File: src/rtl/frame_out_pkg.sv
// Shared constants, default widths and FSM encoding for the frame-output scheduler.
// Pure declarations: no logic, no latency, no flow control.
package frame_out_pkg;
   localparam logic [15:0] HEAD0 = 16'h1ACF;
   localparam logic [15:0] HEAD1 = 16'hFC1D;

   localparam int DEF_DW    = 16;
   localparam int DEF_NUM_W = 13;

   typedef enum logic [2:0] {
      ST_IDLE,
      ST_ARB,
      ST_GRANT,
      ST_BUSY,
      ST_DONE
   } sched_state_t;
endpackage

File: src/rtl/frame_rr_arb.sv
// Combinational channel picker: round-robin from i_last+1, or lowest index when
// FRAME_OUT_SCHED_STRICT_PRIO_EN is defined. Zero latency, no flow control.
module frame_rr_arb
   import frame_out_pkg::*;
#(
   parameter int N_CH = 4
)(
   input  logic [N_CH-1:0] i_req,
   input  logic [2:0]      i_last,
   output logic [2:0]      o_idx,
   output logic            o_vld
);

`ifdef FRAME_OUT_SCHED_STRICT_PRIO_EN
   logic w_unused_last;
   assign w_unused_last = ^i_last;

   // Scan from the top down so the lowest requesting index is written last and wins.
   always_comb begin
      o_vld = 1'b0;
      o_idx = 3'd0;
      for (int i = N_CH - 1; i >= 0; i--) begin
         if (i_req[i]) begin
            o_vld = 1'b1;
            o_idx = 3'(i);
         end
      end
   end
`else
   // Farthest rotation distance first, so distance 1 (i_last+1) is written last and wins.
   always_comb begin
      o_vld = 1'b0;
      o_idx = 3'd0;
      for (int k = N_CH; k >= 1; k--) begin
         for (int i = 0; i < N_CH; i++) begin
            if (i_req[i] && (((int'(i_last) + k) % N_CH) == i)) begin
               o_vld = 1'b1;
               o_idx = 3'(i);
            end
         end
      end
   end
`endif

endmodule

File: src/rtl/frame_out_sched.sv
// Shares one framer among N_CH FIFOs; grant 2 cycles after eligibility, held start-to-end of frame,
// no backpressure beyond the framer's rdacq. FRAME_OUT_SCHED_STRICT_PRIO_EN selects fixed priority.
module frame_out_sched
   import frame_out_pkg::*;
#(
   parameter int N_CH    = 4,
   parameter int DW      = DEF_DW,
   parameter int NUM_W   = DEF_NUM_W,
   parameter int TMO_CYC = 1024
)(
   input  logic                  clk,
   input  logic                  reset_n,
   input  logic                  start_en,
   input  logic                  stop_en,
   input  logic [15:0]           frame_length,
   input  logic [N_CH-1:0]       ch_enable,
   input  logic [N_CH*NUM_W-1:0] ch_rdnum,
   input  logic [N_CH*DW-1:0]    ch_dat,
   output logic [N_CH-1:0]       ch_rdreq,
   input  logic                  fr_rdacq,
   input  logic                  fr_en_out,
   output logic [NUM_W-1:0]      fr_rdnum,
   output logic [DW-1:0]         fr_dat,
   output logic [2:0]            grant_id,
   output logic                  busy,
   output logic                  tmo_err,
   output logic [15:0]           frame_cnt
);
   localparam int TW = $clog2(TMO_CYC + 1);

   logic [1:0]       r_start_sync;
   logic [1:0]       r_stop_sync;
   logic             r_start_d;
   logic             r_stop_d;
   logic             r_run;
   logic             r_en_d;
   logic [N_CH-1:0]  r_elig;
   sched_state_t     r_state;
   logic [2:0]       r_grant_id;
   logic [2:0]       r_last_grant;
   logic             r_busy;
   logic             r_tmo_err;
   logic [15:0]      r_frame_cnt;
   logic [TW-1:0]    r_tmo_cnt;

   logic             w_start_rise;
   logic             w_stop_rise;
   logic             w_en_rise;
   logic             w_en_fall;
   logic             w_owned;
   logic             w_arb_vld;
   logic [2:0]       w_arb_idx;
   logic [NUM_W-1:0] w_sel_rdnum;
   logic [DW-1:0]    w_sel_dat;

   assign w_start_rise = r_start_sync[1] & ~r_start_d;
   assign w_stop_rise  = r_stop_sync[1] & ~r_stop_d;
   assign w_en_rise    = fr_en_out & ~r_en_d;
   assign w_en_fall    = ~fr_en_out & r_en_d;

   // Stop wins when both synced controls rise in the same cycle.
   always_ff @(posedge clk or negedge reset_n) begin
      if (!reset_n) begin
         r_start_sync <= 2'b00;
         r_stop_sync  <= 2'b00;
         r_start_d    <= 1'b0;
         r_stop_d     <= 1'b0;
         r_run        <= 1'b0;
         r_en_d       <= 1'b0;
         r_elig       <= '0;
      end else begin
         r_start_sync <= {r_start_sync[0], start_en};
         r_stop_sync  <= {r_stop_sync[0], stop_en};
         r_start_d    <= r_start_sync[1];
         r_stop_d     <= r_stop_sync[1];
         r_en_d       <= fr_en_out;
         if (w_stop_rise) begin
            r_run <= 1'b0;
         end else if (w_start_rise) begin
            r_run <= 1'b1;
         end
         for (int i = 0; i < N_CH; i++) begin
            r_elig[i] <= ch_enable[i] && (16'(ch_rdnum[i*NUM_W +: NUM_W]) >= frame_length);
         end
      end
   end

   frame_rr_arb #(
      .N_CH (N_CH)
   ) u_arb (
      .i_req  (r_elig),
      .i_last (r_last_grant),
      .o_idx  (w_arb_idx),
      .o_vld  (w_arb_vld)
   );

   always_ff @(posedge clk or negedge reset_n) begin
      if (!reset_n) begin
         r_state      <= ST_IDLE;
         r_grant_id   <= 3'd0;
         r_last_grant <= 3'(N_CH - 1);
         r_busy       <= 1'b0;
         r_tmo_err    <= 1'b0;
         r_frame_cnt  <= 16'd0;
         r_tmo_cnt    <= '0;
      end else begin
         r_tmo_err <= 1'b0;
         case (r_state)
            ST_IDLE: begin
               if (r_run) r_state <= ST_ARB;
            end
            ST_ARB: begin
               if (!r_run) begin
                  r_state <= ST_IDLE;
               end else if (w_arb_vld) begin
                  r_grant_id   <= w_arb_idx;
                  r_last_grant <= w_arb_idx;
                  r_tmo_cnt    <= '0;
                  r_state      <= ST_GRANT;
               end
            end
            ST_GRANT: begin
               // last_grant already points at the abandoned channel, so the retry moves on.
               if (w_en_rise) begin
                  r_busy  <= 1'b1;
                  r_state <= ST_BUSY;
               end else if (r_tmo_cnt == TW'(TMO_CYC - 1)) begin
                  r_tmo_err <= 1'b1;
                  r_state   <= ST_ARB;
               end else begin
                  r_tmo_cnt <= r_tmo_cnt + 1'b1;
               end
            end
            ST_BUSY: begin
               if (w_en_fall) begin
                  r_busy  <= 1'b0;
                  r_state <= ST_DONE;
               end
            end
            ST_DONE: begin
               r_frame_cnt <= r_frame_cnt + 1'b1;
               r_state     <= r_run ? ST_ARB : ST_IDLE;
            end
            default: r_state <= ST_IDLE;
         endcase
      end
   end

   assign w_owned = (r_state == ST_GRANT) || (r_state == ST_BUSY);

   always_comb begin
      w_sel_rdnum = '0;
      w_sel_dat   = '0;
      ch_rdreq    = '0;
      for (int i = 0; i < N_CH; i++) begin
         if (r_grant_id == 3'(i)) begin
            w_sel_rdnum = ch_rdnum[i*NUM_W +: NUM_W];
            w_sel_dat   = ch_dat[i*DW +: DW];
            ch_rdreq[i] = fr_rdacq && w_owned;
         end
      end
   end

   // A zero fill count outside GRANT/BUSY keeps the framer from starting on an unowned FIFO.
   assign fr_rdnum  = w_owned ? w_sel_rdnum : '0;
   assign fr_dat    = w_sel_dat;
   assign grant_id  = r_grant_id;
   assign busy      = r_busy;
   assign tmo_err   = r_tmo_err;
   assign frame_cnt = r_frame_cnt;

endmodule

File: config.mk
export PLATFORM = sky130hd
export DESIGN_NAME = frame_out_sched
export DESIGN_NICKNAME = d
export VERILOG_FILES = /design/src/rtl/frame_out_pkg.sv /design/src/rtl/frame_rr_arb.sv /design/src/rtl/frame_out_sched.sv
export SDC_FILE = /design/constraint.sdc
export NUM_CORES = 1
export LEC_CHECK = 0
export CORE_ASPECT_RATIO = 1.1
export CORE_UTILIZATION = 45
export CTS_BUF_LIST = sky130_fd_sc_hd__clkbuf_4 sky130_fd_sc_hd__clkbuf_8 sky130_fd_sc_hd__clkbuf_16
export CTS_CLUSTER_SIZE = 16
export DETAILED_ROUTE_END_ITERATION = 8
export MAX_ROUTING_LAYER = met4
export PLACE_DENSITY = 0.87
export SETUP_SLACK_MARGIN = 0.3
export SLEW_MARGIN = 20
export SYNTH_ARGS = -nofsm -noshare
export SYNTH_HDL_FRONTEND = slang
export SYNTH_SLANG_ARGS = --single-unit
export TNS_END_PERCENT = 5
File: constraint.sdc
create_clock -name clk -period 3.6 [get_ports clk]
set_input_delay 0.9 -clock clk [delete_from_list [all_inputs] [get_ports clk]]
set_output_delay 0.9 -clock clk [all_outputs]
set_load 0.02 [all_outputs]
==> metrics.txt, run 1 <==
# TYPE chip_impl_metric gauge
chip_impl_info{name="status",value="finished, final reports clean"} 1
chip_impl_metric{name="num-nets-final",unit=""} 774
chip_impl_metric{name="synth-edff-count",unit=""} 0
chip_impl_metric{name="io_buffer_count",unit=""} 194
chip_impl_metric{name="worst_path_arrival",unit="ps"} 2560
chip_impl_metric{name="yosysWarningCount",unit=""} 0
chip_impl_metric{name="drt-pass1-iter-count",unit=""} 4
chip_impl_metric{name="cts-buffers-inserted",unit=""} 5
chip_impl_metric{name="hold_viol",unit=""} 0
chip_impl_metric{name="ctsLongestPathBuffers",unit=""} 2
chip_impl_metric{name="grt_pass1_wl",unit="um"} 19500
chip_impl_info{name="hold_path_class",value="reg2reg"} 1
chip_impl_metric{name="drv_slew",unit=""} 0
chip_impl_metric{name="core_region_area",unit="mm2"} 0.00892
chip_impl_metric{name="initial_utilization",unit=""} 0.467
chip_impl_info{name="cts_tree",value="built"} 1
chip_impl_metric{name="detailed_place_hpwl",unit="um"} 10800
chip_impl_metric{name="timing.slew.headroom",unit=""} 0.606
chip_impl_metric{name="insertion_delay_to_the_later_sink_of_the_worst_skew_pair",unit="ps"} 300
chip_impl_info{name="ctsRootBufferMaster",value="sky130_fd_sc_hd__clkbuf_8"} 1
chip_impl_metric{name="asyncSetResetFlopFracSynth",unit=""} 1.00
chip_impl_metric{name="leak_pwr",unit="nW"} 2.68
chip_impl_metric{name="drive_above_1_share",unit=""} 0.102
chip_impl_info{name="cell_type_with_the_highest_aggregate_area_in_the_netlist",value="sky130_fd_sc_hd__dfrtp_1"} 1
chip_impl_metric{name="drcViolationCount",unit=""} 0
chip_impl_metric{name="min_period_over_period",unit=""} 0.962
chip_impl_metric{name="filler_cell_count",unit=""} 654
chip_impl_metric{name="routed_wirelength",unit="um"} 12900
chip_impl_info{name="timing.critical_path.cells",value="clkdlybuf4s50_1 > mux4_2 > and2_1 > clkdlybuf4s50_1"} 1
chip_impl_metric{name="stdcell_area",unit="mm2"} 0.00636
chip_impl_info{name="dominantRegCellSynth",value="sky130_fd_sc_hd__dfrtp_1"} 1
chip_impl_metric{name="synthesis.area",unit="mm2"} 0.00417
chip_impl_metric{name="worst-path-buf-inv",unit=""} 2
chip_impl_metric{name="die-width",unit="um"} 93.7
chip_impl_metric{name="post_synthesis_to_final_layout_area_growth",unit="%"} 52.7
chip_impl_metric{name="timing.max_cap.violations",unit=""} 0
chip_impl_info{name="path_delay_family",value="buffers and inverters"} 1
chip_impl_metric{name="worst_pin_slew",unit="ps"} 590
chip_impl_info{name="post_synth_main_area_contributors",value="sky130_fd_sc_hd__dfrtp_1 (28%), sky130_fd_sc_hd__ha_1 (16%), sky130_fd_sc_hd__mux4_2 (16%)"} 1
chip_impl_metric{name="synth_fp_nets",unit=""} 582
chip_impl_metric{name="postSynthCellCount",unit=""} 386
chip_impl_metric{name="required",unit="ps"} 2700
chip_impl_metric{name="path_clk_slew",unit="ps"} 80
chip_impl_info{name="critPathKind",value="in2out"} 1
chip_impl_metric{name="netlist-cell-type-count",unit=""} 56
chip_impl_info{name="critical-path-slowest-cell",value="sky130_fd_sc_hd__clkdlybuf4s50_1"} 1
chip_impl_metric{name="synth_seq_cells",unit=""} 48
chip_impl_metric{name="cts_hold_buf",unit=""} 0
chip_impl_metric{name="cts_sinks",unit=""} 48
chip_impl_metric{name="gpl.final_weighted_congestion",unit=""} 0.920
chip_impl_metric{name="number_of_antenna_violations_at_the_first_check_in_global_routing",unit=""} 0
chip_impl_metric{name="cts_post_setup_buffers_inserted",unit=""} 0
chip_impl_metric{name="fmax",unit="MHz"} 289
chip_impl_metric{name="vias_per_cell",unit=""} 5.60
chip_impl_metric{name="rows",unit=""} 36
chip_impl_metric{name="via_count_of_the_first_global_routing_pass",unit=""} 4015
chip_impl_metric{name="fin_total_pwr",unit="W"} 0.00254
chip_impl_metric{name="timing.final.setup_violations",unit=""} 0
chip_impl_metric{name="synth.avg_cell_area",unit="um2"} 10.8
chip_impl_info{name="setup_repair_after_global_routing_missed_its_margin",value="yes"} 1
chip_impl_metric{name="htreeDepth",unit=""} 2
chip_impl_metric{name="p_per_area",unit="mW/mm2"} 399
chip_impl_metric{name="pin_count",unit=""} 196
chip_impl_metric{name="max-vdd-ir-drop",unit="mV"} 0.266
chip_impl_metric{name="vias",unit=""} 3874
chip_impl_metric{name="final_period_minus_worst_setup_slack",unit="ps"} 3460
chip_impl_info{name="worstSetupEndpointType",value="primary output"} 1
chip_impl_metric{name="worst-path-max-fanout",unit=""} 2
chip_impl_metric{name="cpPeakStageDelay",unit="ps"} 540
chip_impl_metric{name="fp.dieArea",unit="mm2"} 0.00965
chip_impl_metric{name="grt_max_degree",unit=""} 49
chip_impl_metric{name="drt_initial_violations",unit=""} 120
chip_impl_info{name="worst_setup_path_start_kind",value="input port"} 1
chip_impl_metric{name="ys_seq_area_frac",unit=""} 0.289
chip_impl_metric{name="postRouteAntennaNets",unit=""} 0
chip_impl_metric{name="antenna-diode-count",unit=""} 0
chip_impl_metric{name="grt_usage",unit=""} 0.269
chip_impl_info{name="crit_path_frequent_cell",value="sky130_fd_sc_hd__clkdlybuf4s50_1"} 1
chip_impl_metric{name="setup-tns-final",unit="ps"} 0
chip_impl_metric{name="fp.dieH",unit="um"} 103
chip_impl_metric{name="grt_remaining_overflow",unit=""} 0
chip_impl_metric{name="skew",unit="ps"} 9.37
chip_impl_metric{name="route.detailed.wl_per_inst",unit="um"} 18.6
chip_impl_metric{name="placedInstanceArea",unit="mm2"} 0.00623
chip_impl_metric{name="synth_top_cell_area_share",unit=""} 0.276
[cells in the final DEF, fill, tap and decap left out, types with 8 or more instances in the layout]
cell and count:
sky130_fd_sc_hd__and2_1 13, sky130_fd_sc_hd__clkdlybuf4s50_1 191, sky130_fd_sc_hd__mux4_2 29, sky130_fd_sc_hd__a211oi_1 11, sky130_fd_sc_hd__nor2_1 21, sky130_fd_sc_hd__a21o_1 9
sky130_fd_sc_hd__inv_1 23, sky130_fd_sc_hd__nand2b_1 10, sky130_fd_sc_hd__nand3_1 8, sky130_fd_sc_hd__dfrtp_1 45, sky130_fd_sc_hd__nand2_1 20, sky130_fd_sc_hd__a21oi_1 16
sky130_fd_sc_hd__ha_1 54, sky130_fd_sc_hd__xnor2_1 16, sky130_fd_sc_hd__o21ai_0 16
[cell families (layout without fill, tap and decap cells)]
group / Yosys count / count (layout) / synth area share
AO/OA/AOI/OAI: 73 / 73 / 0.134
XOR/XNOR: 22 / 22 / 0.0462
adder cells (fa/ha/maj): 54 / 54 / 0.162
buffers and inverters: 38 / 230 / 0.0396
flip-flops: 48 / 48 / 0.289
multiplexers: 33 / 33 / 0.167
other: 1 / 1 / 0.000900
AND/OR/NAND/NOR: 117 / 117 / 0.162
[area by class of cell]
type	instances	area (um2)	share of cell area
clock buffer	5	68.8	0.0108
clock inverter	2	60.1	0.00944
inverter	23	86.3	0.0136
multi-input combinational	300	2800	0.440
sequential	48	1210	0.190
tap	114	143	0.0224
timing repair buffer	200	2000	0.314
[worst paths after layout]
kind	to	cells after the start	startpoint	slack, ps
min reg2reg	r_stop_sync[1]$_DFF_PN0_	0	r_stop_sync[0]$_DFF_PN0_	360
max	fr_rdnum[12]	4	ch_rdnum[25]	140
min	r_stop_sync[1]$_DFF_PN0_	0	r_stop_sync[0]$_DFF_PN0_	360
max in group asynchronous	grant_id[0]$_DFFE_PN0P_	1	reset_n	2540
min in group asynchronous	frame_cnt[11]$_DFFE_PN0N_	1	reset_n	600
max reg2reg	r_tmo_cnt[9]$_DFFE_PN0P_	6	r_tmo_cnt[0]$_DFFE_PN0P_	1500
[power breakdown]
part	leakage [nW]	switching [W]	internal [W]
sequential	0.625	0.000170	0.000619
combinational	1.99	0.000561	0.000741
clock	0.0642	0.000171	0.000273
total	2.68	0.000902	0.00163
[repair_timing]
item / in CTS / in global routing
gates resized for setup: 1 / 2
hold endpoints to repair: 0 / 0
endpoints found under the setup margin: 24 / 31
[worst register-to-register path, delay by kind of cell (launching register included)]
kind | cells | cell delay [ps]
AOI/OAI and AO/OA | 2 | 840
DFF | 1 | 420
and+or+nand+nor | 2 | 310
adders and majority gates | 1 | 240
xor gates and xnor gates | 1 | 170
[stage by stage]
stage / std cells / worst slack [ps] / hold WS [ps] / utilization
3_3_place_gp: 685 / 145 / 333 / 0.698
2_1_floorplan: 386 / 844 / 331 / -
3_5_place_dp: 685 / 142 / 343 / 0.698
5_1_grt: 692 / 122 / 369 / 0.713
4_1_cts: 692 / 153 / 363 / 0.712
6_report: 692 / 137 / 360 / 0.713
[sequential cells by signal (all words and copies together), names as in the netlist, 2 cells and up]
signal	cells
grant_id	2
r_last_grant	2
r_state	3
frame_cnt	16
r_tmo_cnt	11
r_start_sync	2
r_stop_sync	2
r_elig	4
[Yosys cell counts, types with 2 or more instances]
| cell | number |
|---|---|
| sky130_fd_sc_hd__a211oi_1 | 11 |
| sky130_fd_sc_hd__xnor2_1 | 16 |
| sky130_fd_sc_hd__a311oi_1 | 3 |
| sky130_fd_sc_hd__nand3_1 | 8 |
| sky130_fd_sc_hd__and4_1 | 5 |
| sky130_fd_sc_hd__nor4_1 | 2 |
| sky130_fd_sc_hd__nor2b_1 | 7 |
| sky130_fd_sc_hd__ha_1 | 54 |
| sky130_fd_sc_hd__mux4_2 | 29 |
| sky130_fd_sc_hd__nand2_1 | 20 |
| sky130_fd_sc_hd__inv_1 | 23 |
| sky130_fd_sc_hd__nand3b_1 | 3 |
| sky130_fd_sc_hd__o21ai_0 | 16 |
| sky130_fd_sc_hd__mux2i_1 | 3 |
| sky130_fd_sc_hd__a21o_1 | 9 |
| sky130_fd_sc_hd__a2111oi_4 | 2 |
| sky130_fd_sc_hd__nand4_1 | 6 |
| sky130_fd_sc_hd__o2111ai_1 | 5 |
| sky130_fd_sc_hd__dfstp_2 | 2 |
| sky130_fd_sc_hd__buf_2 | 3 |
| sky130_fd_sc_hd__nand2b_1 | 10 |
| sky130_fd_sc_hd__nor3_1 | 2 |
| sky130_fd_sc_hd__xor2_1 | 6 |
| sky130_fd_sc_hd__nor3b_1 | 3 |
| sky130_fd_sc_hd__buf_4 | 3 |
| sky130_fd_sc_hd__or3_1 | 2 |
| sky130_fd_sc_hd__dfrtp_1 | 46 |
| sky130_fd_sc_hd__clkbuf_1 | 7 |
| sky130_fd_sc_hd__or2_2 | 2 |
| sky130_fd_sc_hd__a21oi_1 | 16 |
| sky130_fd_sc_hd__nor2_1 | 21 |
| sky130_fd_sc_hd__and3_1 | 5 |
| sky130_fd_sc_hd__and2_1 | 13 |
[layer usage]
layer,track usage,part of all wire
met1,0.331,0.40
met2,0.470,0.53
met3,0.0457,0.055
met4,0.0462,0.012
met5,-,0
No activity file was read; power rests on OpenSTA's default activity.
==> inputs of run 2 (changes only) <==
--- a/config.mk
+++ b/config.mk
@@ -5,13 +5,16 @@
 export SDC_FILE = /design/constraint.sdc
 export NUM_CORES = 1
 export LEC_CHECK = 0
+export CELL_PAD_IN_SITES_DETAIL_PLACEMENT = 1
+export CELL_PAD_IN_SITES_GLOBAL_PLACEMENT = 2
 export CORE_ASPECT_RATIO = 1.1
-export CORE_UTILIZATION = 45
+export CORE_MARGIN = 4
+export CORE_UTILIZATION = 27
 export CTS_BUF_LIST = sky130_fd_sc_hd__clkbuf_4 sky130_fd_sc_hd__clkbuf_8 sky130_fd_sc_hd__clkbuf_16
 export CTS_CLUSTER_SIZE = 16
 export DETAILED_ROUTE_END_ITERATION = 8
 export MAX_ROUTING_LAYER = met4
-export PLACE_DENSITY = 0.87
+export PLACE_DENSITY_LB_ADDON = 0.1
 export SETUP_SLACK_MARGIN = 0.3
 export SLEW_MARGIN = 20
 export SYNTH_ARGS = -nofsm -noshare
==> metrics.txt, run 2 (synthesized netlist as in run 1, its figures left out) <==
# TYPE chip_impl_metric gauge
chip_impl_info{name="status",value="finished, final reports clean"} 1
chip_impl_metric{name="via_count_of_the_first_global_routing_pass",unit=""} 4360
chip_impl_metric{name="postCtsResizedCells",unit=""} 1
chip_impl_metric{name="worst-path-max-fanout",unit=""} 2
chip_impl_metric{name="leak_pwr",unit="nW"} 2.69
chip_impl_metric{name="worst-r2r-setup-slack",unit="ps"} 1440
chip_impl_metric{name="detailed_place_hpwl",unit="um"} 12600
chip_impl_metric{name="max-vdd-ir-drop",unit="mV"} 0.227
chip_impl_metric{name="worst_pin_slew",unit="ps"} 682
chip_impl_metric{name="p_sw_frac",unit=""} 0.363
chip_impl_metric{name="p_clk_frac",unit=""} 0.185
chip_impl_info{name="worstSetupEndpointType",value="primary output"} 1
chip_impl_metric{name="grt_pass1_wl",unit="um"} 23900
chip_impl_metric{name="fp.dieArea",unit="mm2"} 0.0175
chip_impl_metric{name="antenna-diode-count",unit=""} 0
chip_impl_metric{name="htreeDepth",unit=""} 2
chip_impl_metric{name="rows",unit=""} 47
chip_impl_metric{name="path_clk_slew",unit="ps"} 60
chip_impl_metric{name="pin_count",unit=""} 196
chip_impl_metric{name="drt-pass1-iter-count",unit=""} 4
chip_impl_metric{name="power_switching",unit="W"} 0.000929
chip_impl_metric{name="timing.reg2reg.worst_path_depth",unit=""} 6
chip_impl_metric{name="min_period_over_period",unit=""} 0.955
chip_impl_metric{name="cts-buffers-inserted",unit=""} 5
chip_impl_info{name="critPathKind",value="in2out"} 1
chip_impl_metric{name="post_layout_nonfiller_instances",unit=""} 776
chip_impl_metric{name="die-width",unit="um"} 126
chip_impl_metric{name="cts_post_setup_buffers_inserted",unit=""} 0
chip_impl_metric{name="internal-power",unit="W"} 0.00163
chip_impl_metric{name="timing.final.setup_violations",unit=""} 0
chip_impl_metric{name="final_period_minus_worst_setup_slack",unit="ps"} 3440
chip_impl_info{name="layout.cells.most_common_list",value="sky130_fd_sc_hd__clkdlybuf4s50_1 (191), sky130_fd_sc_hd__ha_1 (54), sky130_fd_sc_hd__dfrtp_1 (45)"} 1
chip_impl_metric{name="filler_cell_count",unit=""} 1678
chip_impl_metric{name="power.share.combinational",unit=""} 0.514
chip_impl_info{name="hold_path_class",value="reg2reg"} 1
chip_impl_info{name="setup_repair_after_global_routing_missed_its_margin",value="yes"} 1
chip_impl_metric{name="ctsLongestPathBuffers",unit=""} 2
chip_impl_metric{name="number_of_antenna_violations_at_the_first_check_in_global_routing",unit=""} 0
chip_impl_info{name="critical_path.reg2reg.endpoint",value="r_state[1]$_DFFE_PN0P_"} 1
chip_impl_metric{name="drcViolationCount",unit=""} 0
chip_impl_info{name="layout.cells.most_common",value="sky130_fd_sc_hd__clkdlybuf4s50_1"} 1
chip_impl_metric{name="worst_path_arrival",unit="ps"} 2540
chip_impl_metric{name="postRouteAntennaNets",unit=""} 0
chip_impl_metric{name="io_buffer_count",unit=""} 194
chip_impl_metric{name="cts_sinks",unit=""} 48
chip_impl_metric{name="grt_usage",unit=""} 0.174
chip_impl_metric{name="drv_slew",unit=""} 0
chip_impl_metric{name="grt_max_degree",unit=""} 31
chip_impl_metric{name="post_synthesis_to_final_layout_area_growth",unit="%"} 55.8
chip_impl_metric{name="p_per_area",unit="mW/mm2"} 394
chip_impl_metric{name="seq_power_share",unit=""} 0.301
chip_impl_metric{name="skew",unit="ps"} 8.57
chip_impl_metric{name="drt_initial_violations",unit=""} 104
chip_impl_metric{name="timing.slew.headroom",unit=""} 0.545
chip_impl_info{name="cts_tree",value="built"} 1
chip_impl_metric{name="timing.max_cap.violations",unit=""} 0
chip_impl_metric{name="vias",unit=""} 3835
chip_impl_info{name="worst_setup_path_start_kind",value="input port"} 1
chip_impl_info{name="timing.hold.worst_endpoint",value="r_start_sync[1]$_DFF_PN0_"} 1
chip_impl_metric{name="vias_per_cell",unit=""} 4.94
chip_impl_metric{name="num-nets-final",unit=""} 775
chip_impl_metric{name="insertion_delay_to_the_later_sink_of_the_worst_skew_pair",unit="ps"} 290
chip_impl_metric{name="largest_reg_flops",unit=""} 16
chip_impl_metric{name="core_region_area",unit="mm2"} 0.0151
chip_impl_metric{name="fp.dieH",unit="um"} 138
chip_impl_metric{name="gpl.final_weighted_congestion",unit=""} 0.790
chip_impl_metric{name="dpl.cell_count",unit=""} 768
chip_impl_metric{name="route.detailed.wl_per_inst",unit="um"} 18.9
chip_impl_metric{name="initial_utilization",unit=""} 0.276
chip_impl_metric{name="hold_viol",unit=""} 0
chip_impl_metric{name="setup-tns-final",unit="ps"} 0
chip_impl_info{name="ctsRootBufferMaster",value="sky130_fd_sc_hd__clkbuf_16"} 1
chip_impl_metric{name="required",unit="ps"} 2700
chip_impl_metric{name="drive_above_1_share",unit=""} 0.105
chip_impl_info{name="timing.rr.start",value="r_tmo_cnt[0]$_DFFE_PN0P_"} 1
chip_impl_metric{name="routed_wirelength",unit="um"} 14700
chip_impl_metric{name="hold_path_depth",unit=""} 0
chip_impl_metric{name="cts_hold_buf",unit=""} 0
chip_impl_metric{name="grt_remaining_overflow",unit=""} 0
chip_impl_info{name="worst_hold_startpoint",value="r_start_sync[0]$_DFF_PN0_"} 1
chip_impl_metric{name="fmax",unit="MHz"} 291
[run 2: cell types whose count changed in the layout (fill, tap and decap cells not counted), sizes merged]
cell,previous run,this run
bufinv,2,0
clkinvlp,0,2
buf,7,8
clkbuf,5,6
[run 2: routing by layer]
layer / up-vias / GRT usage / wire length, um
li1: 1845 / - / -
met1: 1903 / 0.220 / 6360
met2: 81 / 0.300 / 7630
met3: 6 / 0.0293 / 576
met4: 0 / 0.0209 / 99
met5: - / - / 0
[run 2: worst max-delay path by stage]
stage          slack [ps]      endpoint  depth (start not counted)                     from
4_1_cts               150   fr_rdnum[1]                          4             ch_rdnum[40]
3_3_place_gp          140   fr_rdnum[1]                          4             ch_rdnum[40]
2_1_floorplan         840  fr_rdnum[10]                          4  grant_id[0]$_DFFE_PN0P_
3_5_place_dp          140   fr_rdnum[7]                          4             ch_rdnum[33]
6_report              160   fr_rdnum[2]                          4             ch_rdnum[41]
5_1_grt                90   fr_rdnum[1]                          4             ch_rdnum[40]
[run 2: final cells by class]
class / instances / area, um2 / area share
multi-input cells: 300 / 2800 / 0.431
repair buffers: 201 / 2000 / 0.309
flip-flops and latches: 48 / 1200 / 0.186
well taps: 196 / 245 / 0.0378
clock buffers: 6 / 139 / 0.0214
inverters: 23 / 86.3 / 0.0133
clock inverters: 2 / 15.0 / 0.00231
[run 2: power groups by stage]
stage	clock, W	sequential, W	combinational [W]
finish	0.000474	0.000772	0.00131
CTS	0.000497	0.000779	0.00134
floorplan	0	0.000701	0.000823
global route	0.000518	0.000801	0.00143
detailed placement	0	0.000789	0.00133
global placement	0	0.000787	0.00132
[run 2: worst max-delay path, stage by stage]
cell and delay [ps]:
sky130_fd_sc_hd__clkdlybuf4s50_1 430, sky130_fd_sc_hd__mux4_2 470, sky130_fd_sc_hd__and2_1 170, sky130_fd_sc_hd__clkdlybuf4s50_1 560
[run 2: stage by stage]
step | utilization | setup WS [ps] | hold slack (ps) | instance area (um2) | total power (W)
final | 0.430 | 162 | 350 | 6490 | 0.00256
after global routing | 0.430 | 95.0 | 356 | 6490 | 0.00275
after CTS | 0.429 | 151 | 351 | 6490 | 0.00261
after detailed placement | 0.419 | 138 | 336 | 6340 | 0.00212
after global placement | 0.419 | 144 | 338 | 6340 | 0.00210
after floorplan | - | 844 | 331 | 4170 | 0.00152
